[config.mk]
export PLATFORM = sky130hd
export DESIGN_NAME = plot_burst_monitor
export DESIGN_NICKNAME = d
export VERILOG_FILES = /design/src/rtl/plot_burst_monitor.sv
export SDC_FILE = /design/constraint.sdc
export NUM_CORES = 1
export LEC_CHECK = 0
export CORE_ASPECT_RATIO = 0.75
export CORE_MARGIN = 3
export CORE_UTILIZATION = 53
export DETAILED_ROUTE_END_ITERATION = 8
export PLACE_DENSITY = 0.79
export SYNTH_ARGS = -nofsm -noshare
export SYNTH_HDL_FRONTEND = slang
export SYNTH_SLANG_ARGS = --single-unit
[constraint.sdc]
create_clock -name clock -period 2.6 [get_ports clock]
set_clock_uncertainty 0.15 [all_clocks]
set_input_delay 0.52 -clock clock [delete_from_list [all_inputs] [get_ports clock]]
set_output_delay 0.52 -clock clock [all_outputs]
set_load 0.005 [all_outputs]
[src/rtl/plot_burst_monitor.sv]
// Groups consecutive plot cycles of the pixel stream into bursts and reports each burst's
// bounding box, pixel count and colour summary over a valid/ready handshake.
module plot_burst_monitor #(
   parameter int CNT_W   = 12,
   parameter int GAP_CYC = 1
) (
   input  logic             clock,
   input  logic             reset,
   input  logic [6:0]       in_x,
   input  logic [6:0]       in_y,
   input  logic [2:0]       in_colour,
   input  logic             plot,
   input  logic             rpt_ready,
   output logic             rpt_valid,
   output logic [6:0]       min_x,
   output logic [6:0]       max_x,
   output logic [6:0]       min_y,
   output logic [6:0]       max_y,
   output logic [CNT_W-1:0] pix_count,
   output logic [2:0]       first_col,
   output logic             mixed_col,
   output logic             erase,
   output logic             overflow
);

   typedef enum logic [1:0] {IDLE, ACCUM, GAP} state_t;

   localparam logic [3:0]       GAP_LAST = 4'(GAP_CYC);
   localparam logic [CNT_W-1:0] CNT_MAX  = '1;

   state_t           state, state_nx;
   logic [3:0]       gap_cnt, gap_cnt_nx;
   logic             start_burst, add_pixel, complete;

   logic [6:0]       acc_min_x, acc_max_x, acc_min_y, acc_max_y;
   logic [CNT_W-1:0] acc_count;
   logic [2:0]       acc_first;
   logic             acc_mixed, acc_erase;

   // NOTE: every signal written here gets a default first so no path leaves it unassigned,
   // which would otherwise infer a latch.
   always_comb begin
      state_nx    = state;
      gap_cnt_nx  = gap_cnt;
      start_burst = 1'b0;
      add_pixel   = 1'b0;
      complete    = 1'b0;
      case (state)
         IDLE: begin
            if (plot) begin
               start_burst = 1'b1;
               state_nx    = ACCUM;
            end
         end
         ACCUM: begin
            if (plot) begin
               add_pixel = 1'b1;
            end else if (GAP_CYC == 1) begin
               complete = 1'b1;
               state_nx = IDLE;
            end else begin
               state_nx   = GAP;
               gap_cnt_nx = 4'd1;
            end
         end
         GAP: begin
            if (plot) begin
               add_pixel = 1'b1;
               state_nx  = ACCUM;
            end else if (gap_cnt + 4'd1 == GAP_LAST) begin
               complete = 1'b1;
               state_nx = IDLE;
            end else begin
               gap_cnt_nx = gap_cnt + 4'd1;
            end
         end
         default: state_nx = IDLE;
      endcase
   end

   // NOTE: sequential state uses non-blocking assignments so every register samples
   // pre-edge values regardless of statement order.
   always_ff @(posedge clock) begin
      if (reset) begin
         state   <= IDLE;
         gap_cnt <= 4'd0;
      end else begin
         state   <= state_nx;
         gap_cnt <= gap_cnt_nx;
      end
   end

   // Accumulators are independent of the report registers, so a new burst can start
   // in the cycle right after completion.
   always_ff @(posedge clock) begin
      if (reset) begin
         acc_min_x <= '0;
         acc_max_x <= '0;
         acc_min_y <= '0;
         acc_max_y <= '0;
         acc_count <= '0;
         acc_first <= '0;
         acc_mixed <= 1'b0;
         acc_erase <= 1'b0;
      end else if (start_burst) begin
         acc_min_x <= in_x;
         acc_max_x <= in_x;
         acc_min_y <= in_y;
         acc_max_y <= in_y;
         acc_count <= CNT_W'(1);
         acc_first <= in_colour;
         acc_mixed <= 1'b0;
         acc_erase <= (in_colour == 3'd0);
      end else if (add_pixel) begin
         if (in_x < acc_min_x) acc_min_x <= in_x;
         if (in_x > acc_max_x) acc_max_x <= in_x;
         if (in_y < acc_min_y) acc_min_y <= in_y;
         if (in_y > acc_max_y) acc_max_y <= in_y;
         if (acc_count != CNT_MAX) acc_count <= acc_count + CNT_W'(1);
         acc_mixed <= acc_mixed | (in_colour != acc_first);
         acc_erase <= acc_erase & (in_colour == 3'd0);
      end
   end

   // A completed burst is dropped, and overflow latched, only if the held report is not
   // being consumed on the same edge.
   always_ff @(posedge clock) begin
      if (reset) begin
         rpt_valid <= 1'b0;
         min_x     <= '0;
         max_x     <= '0;
         min_y     <= '0;
         max_y     <= '0;
         pix_count <= '0;
         first_col <= '0;
         mixed_col <= 1'b0;
         erase     <= 1'b0;
         overflow  <= 1'b0;
      end else if (complete) begin
         if (!rpt_valid || rpt_ready) begin
            rpt_valid <= 1'b1;
            min_x     <= acc_min_x;
            max_x     <= acc_max_x;
            min_y     <= acc_min_y;
            max_y     <= acc_max_y;
            pix_count <= acc_count;
            first_col <= acc_first;
            mixed_col <= acc_mixed;
            erase     <= acc_erase;
         end else begin
            overflow  <= 1'b1;
         end
      end else if (rpt_valid && rpt_ready) begin
         rpt_valid <= 1'b0;
      end
   end

endmodule

==> flow_metrics.env <==
export IMPL_status="finished, final reports clean"
export IMPL_wl_per_cell_um=14.1
export IMPL_yosys_warnings=0
export IMPL_drive_gt1_frac=0.0850
export IMPL_drt_total_wl_um=9410
export IMPL_synth_seq_cells=93
export IMPL_power_mw=3.73
export IMPL_grt_pass1_wl_um=15500
export IMPL_gp_congestion=0.822
export IMPL_grt_met1_usage=0.286
export IMPL_start_util=0.555
export IMPL_antenna_found_initial=0
export IMPL_hold_path_class="reg -> reg"
export IMPL_fill_cells=610
export IMPL_start_kind="primary input"
export IMPL_required_ns=2.69
export IMPL_root_buffer="clkbuf_8"
export IMPL_rsz0062_at_grt="false"
export IMPL_ys_types=34
export IMPL_met2_usage=0.368
export IMPL_met3_usage=0.0505
export IMPL_rows=27
export IMPL_pre_cts_ws_ns=-0.0128
export IMPL_ios=68
export IMPL_period_needed_ns=2.33
export IMPL_reg2reg_depth=8
export IMPL_power_density_nw_per_um2=712
export IMPL_max_freq_ghz=0.430
export IMPL_most_common_layout_cells="101 x nand2_1, 93 x dfxtp_1, 66 x clkdlybuf4s50_1"
export IMPL_syn_inst=485
export IMPL_vias=3451
export IMPL_final_util=0.701
export IMPL_drc=0
export IMPL_min_path_cells=2
export IMPL_avgSynthCellArea_sq_um=8.55
export IMPL_synth_area_sq_um=4150
export IMPL_ctsResizeCount=0
export IMPL_cp_arrival_ns=2.42
export IMPL_io_buffer_count=67
export IMPL_layout_commonest_cell="nand2_1"
export IMPL_totalNegativeSetupSlack_ns=0
export IMPL_core_sq_um=7470
export IMPL_seq_area_frac_synth=0.449
export IMPL_r2r_setup_slack_ns=0.58
export IMPL_clockBufferDepth=2
export IMPL_grt_use_total=0.221
export IMPL_clk_latency_ns=0.36
export IMPL_areaGrowthSynthToFinish_pct=26.3
export IMPL_setup_ws_ns=0.274
export IMPL_globalRouteOverflowTotal=0
export IMPL_hold_buffers=0
export IMPL_die_h_um=82.6
export IMPL_finalSetupViolations=0
export IMPL_postCtsSetupBuffers=0
export IMPL_htreeDepth=3
export IMPL_dieArea_sq_um=8930
export IMPL_first_global_vias=3280
export IMPL_hold_viol_final=0
export IMPL_diodes=0
export IMPL_cts_buffers=9
export IMPL_worst_pin_slew_ns=0.570
export IMPL_dpl_cell_area_sq_um=5030
export IMPL_hpwlAfterDp_um=6420
export IMPL_drtIter0Drc=134
export IMPL_syn_num_nets=536
export IMPL_grt_max_degree=46
export IMPL_cts_tree="built"
export IMPL_slew_headroom=0.619
export IMPL_leakage_nw=2.02
export IMPL_path_class="in -> reg"
export IMPL_dieWidth_um=108
export IMPL_cp_max_fo=4
export IMPL_end_kind="register"
export IMPL_finalCritPeriodShare=0.895
export IMPL_ant_nets=0
export IMPL_drt_vias_per_instance=5.18
export IMPL_drv_cap=0
export IMPL_top_usage_layer="met2"
export IMPL_num_nets_final=611
export IMPL_slew_violations=0
export IMPL_cts_sinks=93
export IMPL_final_area_sq_um=5240
export IMPL_firstDrtPassIters=4
export IMPL_clk_pin_slew_worst_paths_ns=0.09
export IMPL_vdd_drop_max_mv=0.423
-- report_power, final --
part           internal [mW]  leakage (nW)  switching [mW]  total, mW
registers               1.56         0.756           0.100       1.66
logic                  0.509          1.16           0.567       1.08
clock network          0.479         0.104           0.518      0.997
-- state kept, by name, summed over array words and instances, names as in the netlist, 3 cells and up --
signal,count
acc_min_x,7
max_y,7
min_x,7
acc_first,3
max_x,7
acc_max_x,7
pix_count,12
acc_min_y,7
first_col,3
acc_max_y,7
min_y,7
acc_count,12
-- area by class of cell --
cell class	count	area, sq um	area share
clock buffers	10	138	0.0263
well taps	101	126	0.0241
inverters	32	120	0.0229
clock inverters	6	71.3	0.0136
multi-input cells	338	2090	0.398
flip-flops and latches	93	1860	0.356
repair buffers	86	833	0.159
-- kinds of logic after synthesis --
group           after synthesis  synth area share
simple gates                185             0.191
flops                        93             0.449
compound gates               79             0.117
buf+inv                      54            0.0495
mux                          32            0.0773
fa+ha+maj                    30            0.0906
xor+xnor                     12            0.0254
-- worst max-delay path, cell delays in order --
cell	delay [ns]
clkdlybuf4s50_1	0.51
ha_1	0.36
a211oi_1	0.28
o21ai_0	0.17
o22ai_2	0.14
buf_4	0.18
mux2i_1	0.21
nor2_1	0.05
-- synthesized netlist by cell type, drive strengths merged --
master / count / area share
ha: 30 / 0.091
o22ai: 2 / 0.0060
nand2: 101 / 0.091
nand3b: 4 / 0.0072
o32a: 1 / 0.0024
o31a: 1 / 0.0024
and3: 1 / 0.0015
inv: 32 / 0.029
o21ai: 8 / 0.0097
nor3: 4 / 0.0048
or3: 2 / 0.0033
o41ai: 1 / 0.0066
a21oi: 58 / 0.070
dfxtp: 93 / 0.45
nand3: 5 / 0.0060
nor2: 53 / 0.048
clkbuf: 20 / 0.018
mux2i: 32 / 0.077
o21a: 2 / 0.0036
xor2: 3 / 0.0063
a31oi: 2 / 0.0030
nor4: 2 / 0.0030
nand4: 6 / 0.014
xnor2: 9 / 0.019
a211oi: 4 / 0.013
buf: 2 / 0.0024
nand2b: 1 / 0.0015
and4: 1 / 0.0024
or2: 1 / 0.0015
nor2b: 4 / 0.0060
-- metal layers --
layer / vias to the layer above / part of all wire / wire length, um
met5: - / 0 / 0
met4: 0 / 0.015 / 142
met3: 17 / 0.052 / 492
met2: 83 / 0.47 / 4380
met1: 1600 / 0.47 / 4390
li1: 1751 / - / -
-- final timing paths --
| kind | from | end |
|---|---|---|
| max | in_y[4] | acc_max_y[2] |
| max reg2reg | acc_min_y[2] | acc_min_y[5] |
| min | acc_erase | erase |
| min reg2reg | acc_erase | erase |
-- through the flow --
stage | cells | hold WS [ns]
2_1_floorplan | 485 | 0.282
3_3_place_gp | 650 | 0.292
3_5_place_dp | 650 | 0.297
4_1_cts | 666 | 0.309
5_1_grt | 666 | 0.331
6_report | 666 | 0.305
Power figures use the tool's default switching activity.
